`src/rtl/iniciador_banco.sv`:
```
// Request sequencer for the 32x32 register bank: turns read/write/write-then-read requests into bank strobes.
// Optional build macro REG0_ZERO_EN makes register 0 read as zero and ignore writes.
module iniciador_banco #(
  parameter int DATA_W = 32,
  parameter int ADDR_W = 5,
  parameter int RD_LAT = 1
) (
  input  logic              clk,
  input  logic              rst_n,
  input  logic              req_valid,
  output logic              req_ready,
  input  logic [1:0]        req_op,
  input  logic [ADDR_W-1:0] req_ra,
  input  logic [ADDR_W-1:0] req_rb,
  input  logic [ADDR_W-1:0] req_rw,
  input  logic [DATA_W-1:0] req_wdata,
  output logic              rsp_valid,
  input  logic              rsp_ready,
  output logic [DATA_W-1:0] rsp_a,
  output logic [DATA_W-1:0] rsp_b,
  output logic              err,
  output logic [ADDR_W-1:0] dir_a,
  output logic [ADDR_W-1:0] dir_b,
  output logic [ADDR_W-1:0] dir_wra,
  output logic [DATA_W-1:0] di,
  output logic              reg_rd,
  output logic              reg_wr,
  input  logic [DATA_W-1:0] doa,
  input  logic [DATA_W-1:0] dob
);

`ifdef REG0_ZERO_EN
  localparam bit ZERO_EN = 1'b1;
`else
  localparam bit ZERO_EN = 1'b0;
`endif

  localparam logic [1:0] OP_RD   = 2'b00;
  localparam logic [1:0] OP_WR   = 2'b01;
  localparam logic [1:0] OP_WRRD = 2'b10;

  // Extra wait cycles after the read strobe cycle before doa/dob can be captured.
  localparam logic [1:0] WAIT_INIT = 2'(RD_LAT - 1);

  typedef enum logic [2:0] {S_IDLE, S_WR, S_RD, S_WAIT, S_RSP} state_t;

  state_t              state_q, state_d;
  logic                req_ready_q, req_ready_d;
  logic                rsp_valid_q, rsp_valid_d;
  logic                err_q, err_d;
  logic                reg_rd_q, reg_rd_d;
  logic                reg_wr_q, reg_wr_d;
  logic [ADDR_W-1:0]   dir_a_q, dir_a_d;
  logic [ADDR_W-1:0]   dir_b_q, dir_b_d;
  logic [ADDR_W-1:0]   dir_wra_q, dir_wra_d;
  logic [DATA_W-1:0]   di_q, di_d;
  logic [DATA_W-1:0]   rsp_a_q, rsp_a_d;
  logic [DATA_W-1:0]   rsp_b_q, rsp_b_d;
  logic [ADDR_W-1:0]   ra_q, ra_d;
  logic [ADDR_W-1:0]   rb_q, rb_d;
  logic                wrrd_q, wrrd_d;
  logic [1:0]          cnt_q, cnt_d;

  always_comb begin
    // NOTE: every _d gets a default before the case so no path leaves it unassigned (no latches).
    state_d     = state_q;
    req_ready_d = req_ready_q;
    rsp_valid_d = rsp_valid_q;
    err_d       = err_q;
    reg_rd_d    = 1'b0;
    reg_wr_d    = 1'b0;
    dir_a_d     = dir_a_q;
    dir_b_d     = dir_b_q;
    dir_wra_d   = dir_wra_q;
    di_d        = di_q;
    rsp_a_d     = rsp_a_q;
    rsp_b_d     = rsp_b_q;
    ra_d        = ra_q;
    rb_d        = rb_q;
    wrrd_d      = wrrd_q;
    cnt_d       = cnt_q;

    unique case (state_q)
      S_IDLE: begin
        req_ready_d = 1'b1;
        if (req_valid && req_ready_q) begin
          ra_d   = req_ra;
          rb_d   = req_rb;
          wrrd_d = (req_op == OP_WRRD);
          if (req_op == OP_RD) begin
            dir_a_d     = req_ra;
            dir_b_d     = req_rb;
            reg_rd_d    = 1'b1;
            req_ready_d = 1'b0;
            state_d     = S_RD;
          end else if (req_op == OP_WR || req_op == OP_WRRD) begin
            dir_wra_d   = req_rw;
            di_d        = req_wdata;
            reg_wr_d    = !(ZERO_EN && req_rw == '0);
            req_ready_d = 1'b0;
            state_d     = S_WR;
          end else begin
            // Reserved op: consumed in place, only the sticky error records it.
            err_d = 1'b1;
          end
        end
      end
      S_WR: begin
        if (wrrd_q) begin
          dir_a_d  = ra_q;
          dir_b_d  = rb_q;
          reg_rd_d = 1'b1;
          state_d  = S_RD;
        end else begin
          req_ready_d = 1'b1;
          state_d     = S_IDLE;
        end
      end
      S_RD: begin
        cnt_d   = WAIT_INIT;
        state_d = S_WAIT;
      end
      S_WAIT: begin
        if (cnt_q == 2'd0) begin
          // dir_a/dir_b still hold the addresses of this read.
          rsp_a_d     = (ZERO_EN && dir_a_q == '0) ? '0 : doa;
          rsp_b_d     = (ZERO_EN && dir_b_q == '0) ? '0 : dob;
          rsp_valid_d = 1'b1;
          state_d     = S_RSP;
        end else begin
          cnt_d = cnt_q - 2'd1;
        end
      end
      S_RSP: begin
        if (rsp_ready) begin
          rsp_valid_d = 1'b0;
          req_ready_d = 1'b1;
          state_d     = S_IDLE;
        end
      end
      default: state_d = S_IDLE;
    endcase
  end

  always_ff @(posedge clk) begin
    if (!rst_n) begin
      state_q     <= S_IDLE;
      req_ready_q <= 1'b0;
      rsp_valid_q <= 1'b0;
      err_q       <= 1'b0;
      reg_rd_q    <= 1'b0;
      reg_wr_q    <= 1'b0;
      dir_a_q     <= '0;
      dir_b_q     <= '0;
      dir_wra_q   <= '0;
      di_q        <= '0;
      rsp_a_q     <= '0;
      rsp_b_q     <= '0;
      ra_q        <= '0;
      rb_q        <= '0;
      wrrd_q      <= 1'b0;
      cnt_q       <= 2'd0;
    end else begin
      // NOTE: non-blocking so every flop samples the pre-edge value of every other flop.
      state_q     <= state_d;
      req_ready_q <= req_ready_d;
      rsp_valid_q <= rsp_valid_d;
      err_q       <= err_d;
      reg_rd_q    <= reg_rd_d;
      reg_wr_q    <= reg_wr_d;
      dir_a_q     <= dir_a_d;
      dir_b_q     <= dir_b_d;
      dir_wra_q   <= dir_wra_d;
      di_q        <= di_d;
      rsp_a_q     <= rsp_a_d;
      rsp_b_q     <= rsp_b_d;
      ra_q        <= ra_d;
      rb_q        <= rb_d;
      wrrd_q      <= wrrd_d;
      cnt_q       <= cnt_d;
    end
  end

  // Ready is held low throughout reset, even before the first reset edge.
  assign req_ready = req_ready_q & rst_n;
  assign rsp_valid = rsp_valid_q;
  assign rsp_a     = rsp_a_q;
  assign rsp_b     = rsp_b_q;
  assign err       = err_q;
  assign dir_a     = dir_a_q;
  assign dir_b     = dir_b_q;
  assign dir_wra   = dir_wra_q;
  assign di        = di_q;
  assign reg_rd    = reg_rd_q;
  assign reg_wr    = reg_wr_q;

endmodule

```
`config.mk`:
```
export PLATFORM = sky130hd
export DESIGN_NAME = iniciador_banco
export DESIGN_NICKNAME = d
export VERILOG_FILES = /design/src/rtl/iniciador_banco.sv
export SDC_FILE = /design/constraint.sdc
export NUM_CORES = 1
export LEC_CHECK = 0
export CAP_MARGIN = 20
export CELL_PAD_IN_SITES_DETAIL_PLACEMENT = 1
export CELL_PAD_IN_SITES_GLOBAL_PLACEMENT = 2
export CORE_UTILIZATION = 23
export DETAILED_ROUTE_END_ITERATION = 10
export HOLD_SLACK_MARGIN = 0.15
export PLACE_DENSITY = 0.88
export SETUP_SLACK_MARGIN = 0.4
export SYNTH_ARGS = -nofsm -noshare
export SYNTH_HDL_FRONTEND = slang
export SYNTH_SLANG_ARGS = --single-unit
```
`constraint.sdc`:
```
create_clock -name clk -period 2.3 [get_ports clk]
set_clock_uncertainty 0.15 [all_clocks]
set_input_delay 0.46 -clock clk [delete_from_list [all_inputs] [get_ports clk]]
set_output_delay 0.46 -clock clk [all_outputs]
set_load 0.01 [all_outputs]
```
==> results by group, run 1 <==
Run status
  • Outcome: finished, final reports clean

Yosys
  • Distinct cell type count after synthesis: 42
  • Post-Syn Area: 5238 µm²
  • Cells after Synth: 611
  • Syn_area_per_cell: 8.572 µm²
  • Synth top area share: 0.5045
  • Post-synth net total: 732
  • Seq/Total Area, Yosys: 0.5045
  • Cell taking the most area after synthesis: dfxtp_1
  • Synthesized flop and latch total: 132
  • Area contributors post-synth: dfxtp_1, a21oi_1, nand2_1
  • Synth warn: 0

Placement
  • Placed cells: 1,092
  • Port bufs: 232
  • Worst slack at placement: -149.0 ps
  • Post-detail-place hpwl: 12,040 µm
  • Placer's final routability congestion estimate: 0.7206

Global route
  • Total grt overflow: 0
  • Vias in the first global route: 5,344
  • Aggregate global-route resource usage: 0.1562
  • Initial antenna violation count: 0
  • First-pass GRT wire length: 28,950 µm
  • Pin count of the biggest net entering global routing: 66

Pwr
  • NetSw: 1.381 mW
  • Max VDD drop: 379.5 µV
  • Int Pwr: 4.430 mW
  • Leak Pwr: 3.506 nW
  • PwrDens: 686.7 nW/µm²
  • Comb power frac: 0.108
  • Clock power frac: 0.486
  • Switch share: 0.2377
  • Sequential fraction of design power: 0.406

Die
  • Die Wd: 152.9 µm
  • Die Span Y: 152.9 µm
  • Placeable Area: 22,090 µm²
  • I/O pin count: 233
  • FP Rows: 54
  • Die area: 23,380 µm²
  • Initial Utilization: 0.2371

Final layout
  • Fin cells: 1,128
  • Ant. Diodes: 0
  • Most frequent cells in the layout: nand2_1, dfxtp_1, a21oi_1, clkdlybuf4s50_1, dlygate4sd2_1
  • Commonest non-fill, non-tap cell in the layout: nand2_1
  • Net count, final: 956
  • Area Overhead vs Synth: 61.56%
  • Share of layout cells above drive strength 1: 0.1014

Route
  • Total number of vias: 5,156
  • DRC viols: 0
  • DR WL/cell: 15.91 µm
  • Initial drt markers: 199
  • 1st-pass router iterations: 4
  • Final WL: 17,940 µm
  • Vias/cell: 4.571
  • ANT nets after route: 0

Hold path
  • HP Class: register to register

Critical path
  • Element type at the critical path start: input port
  • Crit-path slowest cell: clkdlybuf4s50_1
  • Cell Chain, Critical Path: clkdlybuf4s50_1 > and2_1 > clkdlybuf4s15_1
  • Slowest cell delay on critical path: 470 ps
  • WP buf/inv: 2
  • Crit. End Element: output port
  • Kind of critical path: input port to output port
  • CP arrival: 1290 ps
  • Critical Path RT: 1690 ps
  • Crit path max-delay family: buffers and inverters
  • Crit-path max FO: 2

Clock network
  • CTS Hold Bufs: 0
  • Clock buffer depth: 2
  • CTS H-tree depth: 4
  • Clk Latency, worst-skew pair: 410 ps
  • CTS buffer count: 17
  • Clk slew on worst S/H paths: 60 ps
  • Clk root buf: clkbuf_16
  • CTS sink cnt: 132
  • CTS tree: built

STA
  • Min Hold Slack: 299.9 ps
  • Post-route setup TNS: 0 ps
  • Final Slew Violations: 0
  • Final worst-path cycle share: 0.8239
  • Fmax: 527.7 MHz
  • Worst-Margin Slew: 399.4 ps
  • Fin. Hold Viols: 0
  • Worst slew margin: 0.7334
  • Tmin final: 1895 ps
  • RSZ-0062 raised after global routing: yes
  • Final worst slack: 405.0 ps
  • Final Setup Violations: 0

Run
  • Max cap viols: 0
-- path summary, 6_finish.rpt --
check        slack (ps)                     end                     from  cells past startpoint
min reg2reg         300  rsp_b[20]$_SDFFE_PN0P_   rsp_b[20]$_SDFFE_PN0P_                      2
max reg2reg         480      di[0]$_SDFFE_PN0P_  state_q[1]$_SDFFE_PN0P_                      6
min                 300  rsp_b[20]$_SDFFE_PN0P_   rsp_b[20]$_SDFFE_PN0P_                      2
max                 400               req_ready                    rst_n                      3
-- synthesized netlist by cell type (all sizes together) --
master and n:
nand2 143, dfxtp 132, a21oi 119, o21ai 51, nand3 49, buf 33
clkbuf 19, o221a 11, mux2i 10, inv 7, and2 4, ha 4
nor2 3, a21o 2, and4bb 2, nand2b 2, nand4b 2, nand4bb 2
nor3 2, nor4b 2, a211oi 1, a221oi 1, a31oi 1, and4b 1
dlygate4sd1 1, nand3b 1, nor2b 1, nor3b 1, o211a 1, or2 1
or2b 1, or3b 1
-- tightest hold or removal path: cells and delay by family, from the launching register on --
family	cells	cell delay, ps
DFF	1	300
and+or+nand+nor	1	50
AOI/OAI and AO/OA	1	50
-- sequential cells by signal, indices dropped and copies added (netlist names) --
| signal | flops |
|---|---|
| cnt_q | 2 |
| di | 32 |
| dir_a | 5 |
| dir_b | 5 |
| dir_wra | 5 |
| err | 1 |
| ra_q | 5 |
| rb_q | 5 |
| reg_rd | 1 |
| reg_wr | 1 |
| req_ready_q | 1 |
| rsp_a | 32 |
| rsp_b | 32 |
| rsp_valid | 1 |
| state_q | 3 |
| wrrd_q | 1 |
-- repair_timing --
item,CTS,global route
setup buffers,1,0
pin swaps,1,0
endpoints found under the setup margin,149,51
gates cloned,3,0
gates resized for setup,123,11
-- cell type report --
class / instances / area (µm²)
Clock buffer: 18 / 439.2
Fill cell: 2548 / 13630
Sequential cell: 132 / 2646
Clock inverter: 14 / 175.2
Inverter: 7 / 27.53
Tap cell: 280 / 350.3
Timing Repair Buffer: 258 / 2584
Multi-Input combinational cell: 419 / 2240
-- through the flow --
| step | power [mW] | cell area [µm²] | util |
|---|---|---|---|
| after CTS | 5.930 | 8456 | 0.3827 |
| final | 5.811 | 8462 | 0.3830 |
| after global placement | 2.998 | 7854 | 0.3555 |
| after floorplan | 2.661 | 5238 | - |
| after detailed placement | 3.003 | 7854 | 0.3555 |
| after global routing | 6.065 | 8462 | 0.3830 |
-- logic make-up after synthesis --
family / after synthesis / synth area share
mux: 10 / 0.01911
fa+ha+maj: 4 / 0.009556
simple gates: 218 / 0.1899
buf+inv: 60 / 0.07238
compound gates: 187 / 0.2045
flops: 132 / 0.5045
-- power by group through the flow --
stage | Sequential [mW] | Clock [mW] | Combinational, mW
floorplan | 2.42 | 0 | 0.244
global placement | 2.41 | 0 | 0.589
detailed placement | 2.41 | 0 | 0.593
CTS | 2.36 | 2.93 | 0.641
global route | 2.36 | 3.03 | 0.675
finish | 2.36 | 2.82 | 0.628
-- metal layers --
metal | up-vias | wire, µm | global-route usage
li1 | 2547 | - | -
met2 | 164 | 8586 | 0.2630
met5 | - | 0 | 0
met3 | 15 | 1251 | 0.05472
met1 | 2430 | 7911 | 0.1879
met4 | 0 | 194 | 0.04281
Power figures use the tool's default switching activity.
==> run 2: changes to the inputs <==
Settings changed: CORE_UTILIZATION 23 to 21, PLACE_DENSITY 0.88 to 0.85.
Clock period 2.3 ns to 1.6 ns, I/O delays scaled along.
==> run 2 against run 1 <==
  * The run now ends with negative setup slack left
  * Clock power rose by 57%
  * Sequential share of layout area down 6.7 points
  * Core utilization grew 8.5 points
  * Combinational power increased by 110%
  * Final cell count grew 15%
  * Flip-flop and latch count unchanged
  * Largest cell class is now non-clock buffers
==> results by group, run 2 (synthesis results as in run 1) <==
Global route
  • Vias in the first global route: 5,858 (+9.6%)
  • Pin count of the biggest net entering global routing: 39 (-41%)
  • Initial antenna violation count: 0 (unchanged)
  • Aggregate global-route resource usage: 0.1635 (+0.007289)
  • Total grt overflow: 0 (unchanged)
  • First-pass GRT wire length: 32,570 µm (+13%)

Final layout
  • Sequential cell area: 2810 µm² (+6.2%)
  • Share of layout cells above drive strength 1: 0.6598 (+0.5584)
  • Most frequent cells in the layout: buf_6, dfxtp_2, clkdlybuf4s50_1, buf_4, a21oi_2
  • # fillers: 2,602 (+2.1%)
  • Multi-input logic area: 3241 µm² (+45%)
  • Area Overhead vs Synth: 118.1%
  • Net count, final: 1,078 (+13%)
  • Finished Cell Area: 11,420 µm² (+35%)
  • Commonest non-fill, non-tap cell in the layout: buf_6
  • Ant. Diodes: 0 (unchanged)

Route
  • DRC viols: 0 (unchanged)
  • DR WL/cell: 17.99 µm (+13%)
  • Highest layer used for signal routing: met4
  • Metal-1 WL: 9687 µm (+22%)
  • Final WL: 23,280 µm (+30%)
  • ANT nets after route: 0 (unchanged)
  • Vias/cell: 4.554 (-0.37%)
  • Initial drt markers: 243 (+22%)
  • 1st-pass router iterations: 4 (unchanged)
  • Met2 WL: 11,810 µm (+38%)
  • WL met3: 1305 µm (+4.3%)
  • Total number of vias: 5,893 (+14%)

STA
  • Final worst slack: -25.45 ps (-430.4 ps)
  • Worst slew margin: 0.8088 (+0.07535)
  • Final Slew Violations: 0 (unchanged)
  • RSZ-0062 raised after global routing: yes
  • Tmin final: 1625 ps
  • Fmax: 615.2 MHz
  • Final worst-path cycle share: 1.016
  • Fin. Hold Viols: 0 (unchanged)
  • Worst-Margin Slew: 286.8 ps (-112.6 ps)
  • Final Setup Violations: 3 (+3)
  • Post-route setup TNS: -36.73 ps (-36.73 ps)

Hold path
  • Worst Hold Path Cells: 2 (unchanged)
  • Worst Hold End: rsp_a[27]$_SDFFE_PN0P_
  • Min-delay src: rsp_a[27]$_SDFFE_PN0P_
  • HP Class: register to register

Placement
  • Post-detail-place hpwl: 12,980 µm (+7.7%)
  • Port bufs: 232 (unchanged)
  • Placer's final routability congestion estimate: 0.7468 (+3.6%)
  • Placed cell area: 8257 µm² (+5.1%)

Critical path
  • R2R depth: 8 (+2)
  • Slowest cell delay on critical path: 320 ps (-150 ps)
  • Crit-path slowest cell: dfxtp_2
  • Element type at the critical path start: register
  • Crit. End Element: register
  • CP arrival: 1820 ps (+530 ps)
  • Crit path max-delay family: buffers and inverters
  • CP most frequent cell: buf_12
  • Kind of critical path: register to register
  • RR Startpoint: cnt_q[0]$_SDFFE_PN0P_
  • Reg2reg setup slack: -30 ps (-510 ps)
  • Crit-path max FO: 8 (+6)
  • Critical Path RT: 1800 ps (+110 ps)
  • Cell Chain, Critical Path: inv_2 > ha_4 > and4b_4 > buf_12 > buf_12 > buf_16 > nand2_4 > a21oi_2
  • Worst r2r dst: rsp_b[15]$_SDFFE_PN0P_
  • WP buf/inv: 4 (+2)

Clock network
  • Clk root buf: clkbuf_16
  • CTS sink cnt: 132 (unchanged)
  • Clock buffer depth: 2 (unchanged)
  • Clk slew on worst S/H paths: 60 ps (about the same)
  • Clk Latency, worst-skew pair: 430 ps (+20 ps)
  • CTS tree: built
  • CTS H-tree depth: 4 (unchanged)
  • CTS buffer count: 17 (unchanged)

Pwr
  • Leak Pwr: 4.584 nW (+31%)
  • Sequential fraction of design power: 0.372 (-0.034)
  • Clock power frac: 0.484 (-0.002)
  • NetSw: 2.231 mW (+62%)
  • Comb power frac: 0.144 (+0.036)
  • Switch share: 0.2440 (+0.006378)
  • Int Pwr: 6.910 mW (+56%)
  • Max VDD drop: 478.5 µV (+26%)
  • PwrDens: 800.4 nW/µm² (+17%)

Die
  • Die Span Y: 159.9 µm (+4.6%)
  • Placeable Area: 24,390 µm² (+10%)
  • I/O pin count: 233 (unchanged)
  • Die Wd: 159.9 µm (+4.6%)
  • Initial Utilization: 0.2147 (-0.02233)
  • FP Rows: 57 (+5.6%)
  • Die area: 25,580 µm² (+9.4%)

Run
  • Max cap viols: 0 (unchanged)

Run status
  • Outcome: finished, violations left
  • Failing checks: negative setup slack
run 2: routing by layer:
layer | track usage | up-vias
li1 | - | 2814
met1 | 0.2001 | 2861
met2 | 0.2711 | 189
met3 | 0.04649 | 29
met4 | 0.06147 | 0
met5 | 0 | -
run 2: final cells by class:
cell class                 instances  share of cell area
timing repair buffer             379              0.3731
multi-input combinational        420              0.2837
sequential                       132              0.2461
clock buffer                      20             0.03911
tap                              324             0.03550
clock inverter                    12             0.01786
inverter                           7            0.004601
run 2: power by group through the flow:
stage / Sequential [mW] / Clock, mW / Combinational, mW
after detailed placement: 3.46 / 0 / 0.945
after global placement: 3.46 / 0 / 0.940
final: 3.40 / 4.42 / 1.32
after CTS: 3.40 / 4.52 / 1.16
after global routing: 3.40 / 4.69 / 1.39
after floorplan: 3.48 / 0 / 0.367
run 2: repair_timing:
action                                 CTS  global route
endpoints found under the hold margin    0             0
resized for setup                      804           224
setup endpoints to repair              248           248
hold buffers                             0             0
pin swaps                               93            72
buffers inserted                        45            40
gates cloned                            11             7
run 2: worst max path at each step:
stage,startpoint,to,cells past startpoint
after global placement,req_op[0],di[31]$_SDFFE_PN0P_,8
after global routing,cnt_q[0]$_SDFFE_PN0P_,rsp_a[19]$_SDFFE_PN0P_,8
after CTS,state_q[1]$_SDFFE_PN0P_,di[15]$_SDFFE_PN0P_,5
after detailed placement,req_op[0],di[2]$_SDFFE_PN0P_,8
final,cnt_q[0]$_SDFFE_PN0P_,rsp_b[15]$_SDFFE_PN0P_,8
after floorplan,req_op[0],di[6]$_SDFFE_PN0P_,7
run 2: tightest hold or removal path, cell delays in order (launching register included):
cell	delay, ps
dfxtp_2	320
nand2_1	50
a21oi_1	50
run 2: through the flow:
step | util | hold WS, ps | setup slack, ps | std cells | power, mW
floorplan | - | 297.0 | -75.84 | 611 | 3.843
global placement | 0.3385 | 286.7 | -704.7 | 1159 | 4.402
detailed placement | 0.3385 | 295.5 | -766.5 | 1159 | 4.409
CTS | 0.4126 | 276.9 | -2.070 | 1247 | 9.084
global route | 0.4682 | 294.0 | -67.40 | 1294 | 9.488
finish | 0.4682 | 306.2 | -25.45 | 1294 | 9.141
==> run 3: changes to the inputs <==
Settings changed: CORE_UTILIZATION 21 to 23, PLACE_DENSITY 0.85 to 0.88.
Clock period 1.6 ns to 1.5 ns, I/O delays scaled along.
==> run 3 against run 2 <==
  * The run ends with design-rule violations, negative setup slack left
  * Sequential share of layout area up 1.9 points
  * Power shrank 0.18%
  * Routed wire length decreased by 2.5%
  * Worst hold slack got worse by 41 ps
  * Maximum frequency is 2.7% higher
  * Critical path depth fell by 4
  * Register-to-register slack got worse by 60 ps
  * Global-route usage grew 1.2 points
  * Clock-buffer cell count rose by 3
  * Final area is 7.6% lower
  * First-iteration DRC count grew 4.9%
  * Largest power group unchanged
==> results by group, run 3 (synthesis results as in run 1) <==
Run status
  • Outcome: finished, violations left
  • Failing checks: design-rule violations, negative setup slack

Critical path
  • Critical Path RT: 1650 ps (-150 ps)
  • CP arrival: 1730 ps (-90 ps)
  • Crit-path slowest cell: or3b_4
  • Crit-path max FO: 7 (-1)
  • Cell Chain, Critical Path: or3b_4 > buf_16 > o21ai_2 > a21oi_2
  • Kind of critical path: register to register
  • Slowest cell delay on critical path: 530 ps (+210 ps)
  • Element type at the critical path start: register
  • Reg2reg setup slack: -80 ps (-60 ps)
  • Crit. End Element: register
  • R2R depth: 4 (-4)

Final layout
  • Commonest non-fill, non-tap cell in the layout: buf_6
  • Fin cells: 1,233 (-4.7%)
  • Net count, final: 1,060 (-1.7%)
  • Finished Cell Area: 10,550 µm² (-7.6%)
  • Fin util: 0.4776 (+0.009384)
  • Most frequent cells in the layout: buf_6, dfxtp_2, nand2_1, clkdlybuf4s50_1, buf_4
  • Area Overhead vs Synth: 101.5%
  • Share of layout cells above drive strength 1: 0.5966 (-0.06316)

Route
  • Final WL: 22,700 µm (-2.5%)
  • Initial drt markers: 255 (+4.9%)
  • Total number of vias: 5,776 (-2.0%)
  • DRC viols: 1 (+1)
  • 1st-pass router iterations: 7 (+3)
  • ANT nets after route: 0 (unchanged)
  • Vias/cell: 4.685 (+2.9%)
  • DR WL/cell: 18.41 µm (+2.3%)

Clock network
  • CTS sink cnt: 132 (unchanged)
  • Clk root buf: clkbuf_16
  • CTS tree: built
  • Clock buffer depth: 2 (unchanged)
  • CTS H-tree depth: 4 (unchanged)
  • Clk Latency, worst-skew pair: 420 ps (about the same)
  • Clk slew on worst S/H paths: 60 ps (about the same)
  • CTS buffer count: 17 (unchanged)

STA
  • RSZ-0062 raised after global routing: yes
  • Post-route setup TNS: -3590 ps (-3553 ps)
  • Final worst slack: -83.06 ps (-57.62 ps)
  • Worst-Margin Slew: 288.6 ps (+1.749 ps)
  • Worst slew margin: 0.8076 (-0.001166)
  • Final worst-path cycle share: 1.055 (+0.03947)
  • Tmin final: 1583 ps (-42.38 ps)
  • Final Setup Violations: 99 (+96)
  • Fmax: 631.7 MHz (+2.7%)
  • Final Slew Violations: 0 (unchanged)
  • Min Hold Slack: 265.2 ps (-40.99 ps)
  • Fin. Hold Viols: 0 (unchanged)

Pwr
  • Switch share: 0.2503 (+0.006230)
  • Clock power frac: 0.459 (-0.025)
  • NetSw: 2.284 mW (+2.4%)
  • Comb power frac: 0.143 (about the same)
  • Final Power: 9.124 mW (-0.18%)
  • Sequential fraction of design power: 0.398 (+0.026)
  • Max VDD drop: 612.6 µV (+28%)
  • Leak Pwr: 3.991 nW (-13%)
  • PwrDens: 864.6 nW/µm² (+8.0%)
  • Int Pwr: 6.841 mW (-1.0%)

Global route
  • Aggregate global-route resource usage: 0.1752 (+0.01172)
  • Total grt overflow: 0 (unchanged)
  • First-pass GRT wire length: 32,340 µm (-0.72%)
  • Pin count of the biggest net entering global routing: 55 (+41%)
  • Vias in the first global route: 5,989 (+2.2%)
  • Initial antenna violation count: 1 (+1)

Die
  • Die area: 23,380 µm² (-8.6%)
  • I/O pin count: 233 (unchanged)
  • Die Wd: 152.9 µm (-4.4%)
  • Initial Utilization: 0.2371 (+0.02233)
  • Die Span Y: 152.9 µm (-4.4%)
  • FP Rows: 54 (-5.3%)
  • Placeable Area: 22,090 µm² (-9.4%)

Placement
  • Placed cell area: 8169 µm² (-1.1%)
  • Placer's final routability congestion estimate: 0.7099 (-4.9%)
  • Port bufs: 232 (unchanged)
  • Worst slack at placement: -859.7 ps (-93.21 ps)
  • Post-detail-place hpwl: 12,680 µm (-2.3%)
  • Placed cells: 1,111 (-4.1%)

Run
  • Max cap viols: 0 (unchanged)

Hold path
  • Worst Hold Path Cells: 3 (+1)
  • HP Class: input port to register
run 3: worst paths after layout:
kind                                start               endpoint
setup / recovery  state_q[1]$_SDFFE_PN0P_     di[2]$_SDFFE_PN0P_
hold / removal                      rst_n  dir_b[2]$_SDFFE_PN0P_
setup reg to reg  state_q[1]$_SDFFE_PN0P_     di[2]$_SDFFE_PN0P_
hold reg to reg     rsp_b[1]$_SDFFE_PN0P_  rsp_b[1]$_SDFFE_PN0P_
run 3: worst max-delay path, delay by kind of cell, from the launching register on:
family | cells | cell delay, ps
AOI/OAI and AO/OA | 2 | 200
and+or+nand+nor | 1 | 530
DFF | 1 | 370
buffers and inverters | 1 | 200
run 3: per-layer routing:
layer / track usage / routed length [µm]
met2: 0.3008 / 11470
met5: 0 / 0
met4: 0.05628 / 330
met3: 0.05189 / 1250
met1: 0.2089 / 9655
run 3: repair_timing:
action / CTS / global route
buffers inserted: 45 / 31
endpoints found under the setup margin: 248 / 248
pin swaps: 60 / 49
hold buffers: 0 / 0
resized for setup: 781 / 126
cloned: 6 / 7
run 3: area by class of cell:
type,count,area [µm²]
clock inverters,9,103.9
multi-input cells,419,2863
well taps,280,350.3
flip-flops and latches,132,2800
inverters,7,56.30
clock buffers,23,467.9
diodes,1,2.502
fillers,2423,11540
repair buffers,362,3909
run 3: power groups by stage:
stage | combinational [mW] | sequential, mW | clock [mW]
2_1_floorplan | 0.399 | 3.71 | 0
3_3_place_gp | 0.980 | 3.69 | 0
3_5_place_dp | 0.993 | 3.69 | 0
4_1_cts | 1.19 | 3.63 | 4.28
5_1_grt | 1.38 | 3.64 | 4.46
6_report | 1.31 | 3.63 | 4.19
